**config.mk**
```make
export PLATFORM = sky130hd
export DESIGN_NAME = time_set_ctrl
export DESIGN_NICKNAME = d
export VERILOG_FILES = /design/src/rtl/time_set_ctrl.sv
export SDC_FILE = /design/constraint.sdc
export NUM_CORES = 1
export LEC_CHECK = 0
export ABC_AREA = 1
export CAP_MARGIN = 20
export CORE_MARGIN = 5
export CORE_UTILIZATION = 55
export CTS_BUF_LIST = sky130_fd_sc_hd__clkbuf_8
export DETAILED_ROUTE_END_ITERATION = 10
export GPL_TIMING_DRIVEN = 0
export PLACE_DENSITY = 0.82
export RECOVER_POWER = 25
export SKIP_CTS_REPAIR_TIMING = 1
export SLEW_MARGIN = 20
export SYNTH_ARGS = -nofsm -noshare
export SYNTH_HDL_FRONTEND = slang
export SYNTH_SLANG_ARGS = --single-unit
```
**constraint.sdc**
```tcl
create_clock -name clk_sys -period 2.5 [get_ports clk_sys]
set_input_delay 0.625 -clock clk_sys [delete_from_list [all_inputs] [get_ports clk_sys]]
set_output_delay 0.625 -clock clk_sys [all_outputs]
set_load 0.02 [all_outputs]
```
**src/rtl/time_set_ctrl.sv**
```systemverilog
// rtl/time_set_ctrl.sv - edit-mode sequencer and shadow time register for the BCD clock counter
module time_set_ctrl #(
    parameter int TIMEOUT_S = 30
) (
    input  logic        clk_sys,
    input  logic        rst,
    input  logic        tick_1hz,
    input  logic        btn_mode,
    input  logic        btn_inc,
    input  logic        btn_dec,
    input  logic [19:0] cur_time,
    output logic        run_en,
    output logic        load,
    output logic [19:0] load_time,
    output logic [1:0]  edit_sel,
    output logic        blink
);

    localparam int IW = (TIMEOUT_S < 1) ? 1 : $clog2(TIMEOUT_S + 1);
    localparam logic [IW-1:0] IDLE_MAX = IW'(TIMEOUT_S);
    localparam logic [IW-1:0] IDLE_ONE = IW'(1);

    typedef enum logic [2:0] {
        RUN,
        SET_HOUR,
        SET_MIN,
        SET_SEC,
        COMMIT
    } state_t;

    state_t        state;
    logic [19:0]   edit_time;
    logic [19:0]   edit_next;
    logic [IW-1:0] idle_cnt;
    logic [7:0]    field_res;
    logic          step_en;

    // Two-digit BCD step with wrap; digits are passed zero-extended to 4 bits each.
    function automatic logic [7:0] bcd_step(input logic [7:0] v, input logic up,
                                            input logic [7:0] maxv);
        logic [3:0] hi;
        logic [3:0] lo;
        hi = v[7:4];
        lo = v[3:0];
        if (up) begin
            if (v == maxv)      bcd_step = 8'h00;
            else if (lo == 4'd9) bcd_step = {hi + 4'd1, 4'd0};
            else                 bcd_step = {hi, lo + 4'd1};
        end else begin
            if (v == 8'h00)      bcd_step = maxv;
            else if (lo == 4'd0) bcd_step = {hi - 4'd1, 4'd9};
            else                 bcd_step = {hi, lo - 4'd1};
        end
    endfunction

    assign step_en = btn_inc ^ btn_dec;

    always_comb begin
        edit_next = edit_time;
        field_res = 8'h00;
        case (state)
            SET_HOUR: begin
                field_res = bcd_step({2'b00, edit_time[19:14]}, btn_inc, 8'h23);
                edit_next[19:14] = field_res[5:0];
            end
            SET_MIN: begin
                field_res = bcd_step({1'b0, edit_time[13:7]}, btn_inc, 8'h59);
                edit_next[13:7] = field_res[6:0];
            end
            SET_SEC: begin
                field_res = bcd_step({1'b0, edit_time[6:0]}, btn_inc, 8'h59);
                edit_next[6:0] = field_res[6:0];
            end
            default: edit_next = edit_time;
        endcase
    end

    always_ff @(posedge clk_sys) begin
        if (rst) begin
            state     <= RUN;
            run_en    <= 1'b1;
            load      <= 1'b0;
            load_time <= '0;
            edit_sel  <= 2'd0;
            blink     <= 1'b0;
            edit_time <= '0;
            idle_cnt  <= '0;
        end else begin
            load <= 1'b0;
            case (state)
                RUN: begin
                    run_en   <= 1'b1;
                    edit_sel <= 2'd0;
                    blink    <= 1'b0;
                    if (btn_mode) begin
                        edit_time <= cur_time;
                        idle_cnt  <= '0;
                        state     <= SET_HOUR;
                        run_en    <= 1'b0;
                        edit_sel  <= 2'd1;
                        blink     <= 1'b1;
                    end
                end
                SET_HOUR, SET_MIN, SET_SEC: begin
                    if (btn_mode) begin
                        idle_cnt <= '0;
                        if (tick_1hz) blink <= ~blink;
                        case (state)
                            SET_HOUR: begin
                                state    <= SET_MIN;
                                edit_sel <= 2'd2;
                            end
                            SET_MIN: begin
                                state    <= SET_SEC;
                                edit_sel <= 2'd3;
                            end
                            default: begin
                                state     <= COMMIT;
                                edit_sel  <= 2'd0;
                                blink     <= 1'b0;
                                load      <= 1'b1;
                                load_time <= edit_time;
                            end
                        endcase
                    end else if (btn_inc || btn_dec) begin
                        // inc+dec together leaves the field alone but still counts as activity
                        idle_cnt <= '0;
                        if (step_en) begin
                            edit_time <= edit_next;
                            blink     <= 1'b1;
                        end else if (tick_1hz) begin
                            blink <= ~blink;
                        end
                    end else if (tick_1hz) begin
                        if (idle_cnt + IDLE_ONE == IDLE_MAX) begin
                            state    <= RUN;
                            run_en   <= 1'b1;
                            edit_sel <= 2'd0;
                            blink    <= 1'b0;
                            idle_cnt <= '0;
                        end else begin
                            idle_cnt <= idle_cnt + IDLE_ONE;
                            blink    <= ~blink;
                        end
                    end
                end
                COMMIT: begin
                    state    <= RUN;
                    run_en   <= 1'b1;
                    edit_sel <= 2'd0;
                    blink    <= 1'b0;
                end
                default: begin
                    state    <= RUN;
                    run_en   <= 1'b1;
                    edit_sel <= 2'd0;
                    blink    <= 1'b0;
                end
            endcase
        end
    end

endmodule
```
Word level (Yosys, flattened, before mapping):

Index checks and enable logic that the tools add are counted.

* output and inout bits: 25
* register bits: 53
* RAM bits: 0
* memory bits (read-only): 0
* input port bits: 26
* word-level logic and storage cells: 143
* latch bits: 0
* memories kept: 0

* bitwise operators: 5
* add/subtract/negate cells: 13
* $mul: 0
* div/mod/pow operators: 0
* shift operators: 0
* multiplexer cells: 59
* equality and inequality tests: 30
* magnitude comparators: 0
* reductions and logical operators: 23

Operators by type and width (number)
* 7-bit two-way mux: 12
* 20-bit two-way mux: 4
* 20-bit case mux with 2 select lines: 1
* 6-bit two-way mux: 6
* 4-bit != test, second input constant: 7
* 5-bit two-way mux: 5
* 8-bit AND reduction: 3
* 2-bit != test, second input constant: 10
* 6-bit AND reduction: 3
* 1-bit two-way mux: 15
* 3-bit two-way mux: 5
* 7-bit == test, second input constant: 2
* 7-bit zero test: 2
* 4-bit by 1-bit adder with 4-bit output, second input constant: 3
* 4-bit == test, second input constant: 3
* 4-bit zero test: 3
* 3-bit case mux with 2 select lines: 2
* 4-bit by 1-bit subtractor with 4-bit output, second input constant: 3
* 5-bit case mux with 2 select lines: 1
* 3-bit != test, second input constant: 3
* 3-bit AND reduction: 3
* 2-bit two-way mux: 4
* 2-bit case mux with 2 select lines: 2
* 4-bit AND reduction: 2
* other kinds (18): 26

Longest topological paths before layout:

Gate-level depths: netlist of the first run.

* depth after elaboration: 9
* depth in mapped cells: 14
* depth with buffers taken out: 14

Worst setup path before layout of the first run:

Ideal clock, no wire load.

* kind: input to register
* start: input btn_inc
* end: register idle_cnt[0]
* path slack: 0.304 ns
* stages: 10
* arrival: 2.069 ns
* setup time: 0.128 ns
* cells stage by stage: inv_1 > buf_1 > ha_1 > inv_1 > nor3_2 > nand2_1 > nand2_1 > nor3_1 > a21oi_1 > nor2_1

* cells in the longest elaborated chain, start to end: 4
* elaborated cells between the ends (all ways): 6
* those cells by class: 1 x eq/ne; 3 x mux; 2 x reduce/logical

RTL lines
* start: declaration: line 9 `input logic btn_inc,`
* 1-bit logical OR (*): line 125 `end else if (btn_inc || btn_dec) begin`
* 5-bit two-way mux: line 125
* 5-bit two-way mux: line 105 `if (btn_mode) begin`
* 5-bit case mux with 2 select lines: line 90 `case (state)`
* end signal: assignment: line 142 `idle_cnt <= idle_cnt + IDLE_ONE;`
* end: declaration: line 34 `logic [IW-1:0] idle_cnt;`

Every way passes the cells marked *; elsewhere a longest branch is shown, timed or not.
A chain may end at the register's enable or synchronous reset.

Final worst setup path of the first run:

* start: input btn_mode
* end: register edit_time[12]

* cells in the longest elaborated chain, start to end: 2
* elaborated cells between the ends (all ways): 3
* those cells by class: 2 x eq/ne; 1 x reduce/logical

RTL lines
* start: declaration: line 8 `input logic btn_mode,`
* 2-bit != test (no source line)
* 8-bit AND reduction (no source line) (*)
* end signal: assignment: line 96 `edit_time <= cur_time;`
* end signal: assignment: line 129 `edit_time <= edit_next;`
* end: declaration: line 32 `logic [19:0] edit_time;`

Marked as above.

==> flow_summary.yaml, run 1 <==
sta:
  whs_ns: 0.4414
  period_share_pct: 87.06
  fin_setup_tns_ns: 0
  rsz0062_at_grt: "no"
  post-route-min-period_ns: 2.177
  hold_violations: 0
  finalMaxSlewViolations: 0
  max_slew_margin_pct: 56.10
  max_freq_ghz: 0.4595
  tightest_slew_ns: 0.6585
  setup_violations: 0
  skew_ns: 0.005046
synth:
  ys_types: 37
  yosys.area.top_type: "dfxtp_1"
  synth_top_cell_area_share_pct: 33.23
  synth_edf_count: 0
  ys_top_cells_by_area: "dfxtp_1 33%, a21oi_1 9.1%, o21ai_0 8.6%"
  ys_seq_area_share_pct: 33.23
  postSynthCellCount: 458
  yosys_warnings: 0
  synth_async_sr_flop_share_pct: 0
  ys.flop_type: "dfxtp_1"
  ys_ff_latch: 53
  synth_fp_nets: 505
  synth_area_um2: 3193
  syn_avg_cell_area_um2: 6.972
detailed_routing:
  route.detailed.drc: 0
  via_per_inst: 5.530
  wirelength_mm: 8.226
  routed-via-count: 3285
  routedWlPerCell_um: 13.85
  ant_nets: 0
  firstDrtPassIters: 4
  drtIter0Drc: 262
placed_design:
  dp_cells: 579
  dp_hpwl_mm: 6.245
  gp_congestion: 0.9733
  placement.io_buffers: 49
finish:
  fin_cells: 594
  diodes: 0
  drive_gt1_share_pct: 6.705
  final.fill_count: 477
  nets: 569
  area_growth_pct: 23.16
global_routing:
  grt_pass1_vias: 3040
  antenna_found_initial: 0
  grt_overflow: 0
  grt_pass1_wl_mm: 13.77
  track_usage_pct: 22.65
  grt_max_degree: 15
worst_setup_path:
  start_kind: "input port"
  end_kind: "register"
  cp.required_ns: 2.70
  r2r_end: "edit_time[5]"
  worstPathArrival_ns: 2.38
  r2r_cells: 8
  crit_end: "edit_time[12]"
  timing.rr.start: "state[0]"
  r2r_setup_slack_ns: 0.63
  cp_max_fo: 7
  path_class: "input port to register"
  cp-startpoint: "btn_mode"
min_path:
  hold_path_class: "register to register"
floorplan:
  die_w_um: 86.20
  ioPinCount: 51
  fp.dieH_um: 86.20
  start_util_pct: 57.28
  dieArea_um2: 7430
  rows: 27
  fp.coreArea_um2: 5574
power:
  p_comb_share_pct: 33.2
  power.internal_w: 0.001449
  p_switching_w: 0.0008082
  power_frac_clock_pct: 21.2
  leakage_nw: 1.614
  ir_drop_uv: 328.8
  switching_share_pct: 35.80
  p_per_area_nw_per_um2: 574.0
  power_frac_seq_pct: 45.6
clocking:
  clkLatencyLatePin_ns: 0.30
  cts_max_level: 2
  clk_path_buf_depth: 2
  cts_sinks: 53
  path_clk_slew_ns: 0.09
  numCtsBuffers: 5
  root_buffer: "clkbuf_8"
  cts_tree: "built"
flow_run:
  cap_violations: 0
run_status:
  status: "completed"
-- power groups by stage --
stage / clock network, W / registers (W) / logic (W)
after global routing: 0.000530 / 0.00104 / 0.000851
after CTS: 0.000494 / 0.00103 / 0.000730
final: 0.000478 / 0.00103 / 0.000749
after global placement: 0 / 0.00104 / 0.000702
after detailed placement: 0 / 0.00105 / 0.000726
after floorplan: 0 / 0.00105 / 0.000481
-- synthesized netlist by cell type, types with 6 or more instances --
library cell	count
o21ai_1	6
nand3_1	22
a31oi_1	7
ha_1	21
o211ai_1	8
nor2_1	26
a21oi_1	58
inv_1	68
nor3_1	6
nand2_1	69
clkbuf_1	12
dfxtp_1	53
o21ai_0	55
-- cells by family after synthesis --
kind of cell               Yosys count  share of synthesized area (%)
and+or+nand+nor                    140                          19.51
buffers and inverters               86                          10.19
xor gates and xnor gates             9                          2.468
AOI/OAI and AO/OA                  149                          26.37
DFF                                 53                          33.23
adders and majority gates           21                          8.229
-- final cells by class --
class	count	area, um^2	share of cell area (%)
clock buffer	6	82.58	2.100
buffer	15	58.81	1.495
inverter	70	266.5	6.777
multi-input combinational	319	1809	46.01
timing repair buffer	58	560.5	14.25
clock inverter	1	3.754	0.09545
tap	72	90.09	2.291
sequential	53	1061	26.98
-- state kept, by name, summed over array words and instances, names as in the netlist --
register / count
blink: 1
load: 1
state: 3
run_en: 1
edit_sel: 2
edit_time: 20
idle_cnt: 5
load_time: 20
-- cells in the final DEF, fill, tap and decap left out, types with 2 or more instances in the layout --
cell type	instances
a31oi_1	7
o21ai_1	5
dlygate4sd3_1	9
a21oi_1	58
nand3_1	22
buf_2	2
inv_2	2
nor4_1	2
buf_4	9
ha_1	20
nand4_1	3
xnor2_1	4
nor3_1	6
nor2_1	26
clkbuf_1	12
a211oi_1	5
nand3_2	3
nor2_2	4
o21ai_0	56
or2_2	2
clkbuf_8	6
nand2_1	69
inv_1	68
xor2_1	5
clkdlybuf4s50_1	39
dfxtp_1	53
o211ai_1	8
-- routing by layer --
layer	global-route usage (%)	vias to the layer above	part of all wire [%]
met2	37.77	110	47
met5	0	-	0
met1	29.26	1507	43
met3	3.992	7	8.7
li1	-	1661	-
met4	8.499	0	1.1
-- metrics by stage --
| stage | util (%) | instance area, um^2 | setup WS (ns) | total power (W) |
|---|---|---|---|---|
| detailed placement | 67.70 | 3774 | -0.6602 | 0.001774 |
| CTS | 69.25 | 3860 | -0.3415 | 0.002251 |
| floorplan | - | 3193 | 0.3036 | 0.001533 |
| finish | 70.55 | 3933 | 0.3235 | 0.002257 |
| global placement | 67.70 | 3774 | -0.6100 | 0.001744 |
| global route | 70.55 | 3933 | 0.2103 | 0.002425 |
-- critical path, cell delays in order --
cell and delay [ns]:
dlygate4sd3_1 0.64, inv_1 0.16, nor2_1 0.09, nor2_1 0.12, nand3_2 0.19, nor2_2 0.25, inv_1 0.08, a21oi_1 0.13
a21oi_1 0.08
-- how the worst min path moves through the flow --
stage	start	to	slack (ns)	depth (start not counted)
floorplan	idle_cnt[4]	idle_cnt[4]	0.45	2
global placement	load_time[4]	load_time[4]	0.43	2
detailed placement	load_time[6]	load_time[6]	0.44	2
CTS	load_time[6]	load_time[6]	0.45	2
global route	load_time[2]	load_time[2]	0.46	2
finish	load_time[5]	load_time[5]	0.44	2
Power figures use the tool's default switching activity.
==> run 2: changes to the inputs <==
Settings changed: CORE_MARGIN 5 to default.
==> flow_summary.yaml, run 2 (synthesis results as in run 1) <==
power:
  p_per_area_nw_per_um2: 606.7
  ir_drop_uv: 377.3
  leakage_nw: 1.645
  power_w: 0.002395
clocking:
  cts_sinks: 53
  clk_path_buf_depth: 2
  clkLatencyLatePin_ns: 0.32
  cts_max_level: 2
  cts_tree: "built"
  numCtsBuffers: 5
  path_clk_slew_ns: 0.10
  root_buffer: "clkbuf_8"
global_routing:
  track_usage_pct: 28.16
  grt_max_degree: 16
  antenna_found_initial: 0
  grt_pass1_wl_mm: 13.59
  grt_overflow: 0
  grt_pass1_vias: 2917
min_path:
  worstHoldStart: "load_time[13]"
  hold_path_class: "register to register"
finish:
  drive_gt1_share_pct: 6.538
  final.fill_count: 468
  diodes: 0
  layout_common_cells: "68 x nand2_1, 67 x inv_1, 58 x a21oi_1, 55 x o21ai_0, 53 x dfxtp_1"
  design_area_um2: 3948
  largestRegisters: "edit_time (20), load_time (20), idle_cnt (5)"
  layout_commonest_cell: "nand2_1"
  area_growth_pct: 23.63
  nets: 566
sta:
  hold_violations: 0
  setup_violations: 0
  skew_ns: 0.01072
  max_slew_margin_pct: 59.18
  setup_slack_ns: 0.3147
  tightest_slew_ns: 0.6123
  post-route-min-period_ns: 2.185
  rsz0062_at_grt: "no"
  whs_ns: 0.4431
  period_share_pct: 87.41
  finalMaxSlewViolations: 0
  max_freq_ghz: 0.4576
run_status:
  status: "completed"
detailed_routing:
  ant_nets: 0
  routed-via-count: 3319
  route.detailed.drc: 0
  wl_met2_mm: 4.016
  via_per_inst: 5.606
  drtIter0Drc: 259
  wirelength_mm: 8.247
  firstDrtPassIters: 5
  m1WireLength_mm: 3.605
  highest_layer: "met4"
  routedWlPerCell_um: 13.93
  dr_wl_met3_um: 446
worst_setup_path:
  cp-startpoint: "btn_mode"
  path_class: "input port to register"
  crit_path_top_delay_cell: "dlygate4sd3_1"
  start_kind: "input port"
  cp.required_ns: 2.72
  end_kind: "register"
  timing.rr.start: "edit_time[0]"
  cp_max_fo: 7
  cpPeakStageDelay_ns: 0.66
  cp_top_family: "buffers and inverters"
  worstPathArrival_ns: 2.40
  cp_num_buf_inv: 3
  cp_cell_sequence: "dlygate4sd3_1 > inv_1 > nor2_1 > nor2_1 > nand3_2 > nor2_4 > inv_1 > a21oi_1 > a21oi_1"
floorplan:
  die_w_um: 78.20
  dieArea_um2: 6114
  ioPinCount: 51
  rows: 27
  fp.dieH_um: 78.20
  fp.coreArea_um2: 5540
  start_util_pct: 57.63
placed_design:
  placement.io_buffers: 49
  dp_hpwl_mm: 6.163
  gp_congestion: 0.9259
  placed_cell_area_um2: 3774
  pre_cts_slack_ns: -0.6451
flow_run:
  cap_violations: 0
-- run 2: area by class of cell --
type                            instances  area (um^2)  share of cell area, %
Multi-Input combinational cell        319         1821                  46.12
Sequential cell                        53         1061                  26.88
Timing Repair Buffer                   54        530.5                  13.44
Inverter                               70        262.8                  6.656
Tap cell                               72        90.09                  2.282
Clock buffer                            6        82.58                  2.092
Buffer                                 16        66.31                  1.680
Clock inverter                          2        33.78                 0.8558
-- run 2: through the flow --
step	utilization [%]	setup TNS [ns]	instances
finish	71.25	0	592
global route	71.25	0	592
CTS	70.21	-4.577	587
detailed placement	68.11	-13.99	579
global placement	68.11	-13.06	579
floorplan	-	0	458
-- run 2: power breakdown --
part	switching [W]	internal, W
Clock	0.000291	0.000323
Combinational	0.000458	0.000301
Sequential	0.0000937	0.000929
-- run 2: final timing paths --
kind / to / slack (ns) / depth (start not counted)
worst max-delay path: edit_time[12] / 0.31 / 9
worst min-delay path: load_time[13] / 0.44 / 2
worst max register to register: edit_time[5] / 0.51 / 9
worst min register to register: load_time[13] / 0.44 / 2
-- run 2: tightest hold or removal path, cell delays in order (launching register included) --
cell     delay (ns)
dfxtp_1        0.31
inv_1          0.04
a21oi_1        0.05
-- run 2: layer usage --
metal	track usage, %	up-vias
met2	47.98	120
met3	3.953	16
met5	0	-
li1	-	1655
met1	35.51	1528
met4	11.67	0
==> run 3: changes to the inputs <==
Settings changed: ABC_CLOCK_PERIOD_IN_PS from default to 2500.
==> results of run 3 <==
Same layout as run 2: the final DEF is identical, and so are final timing and power.
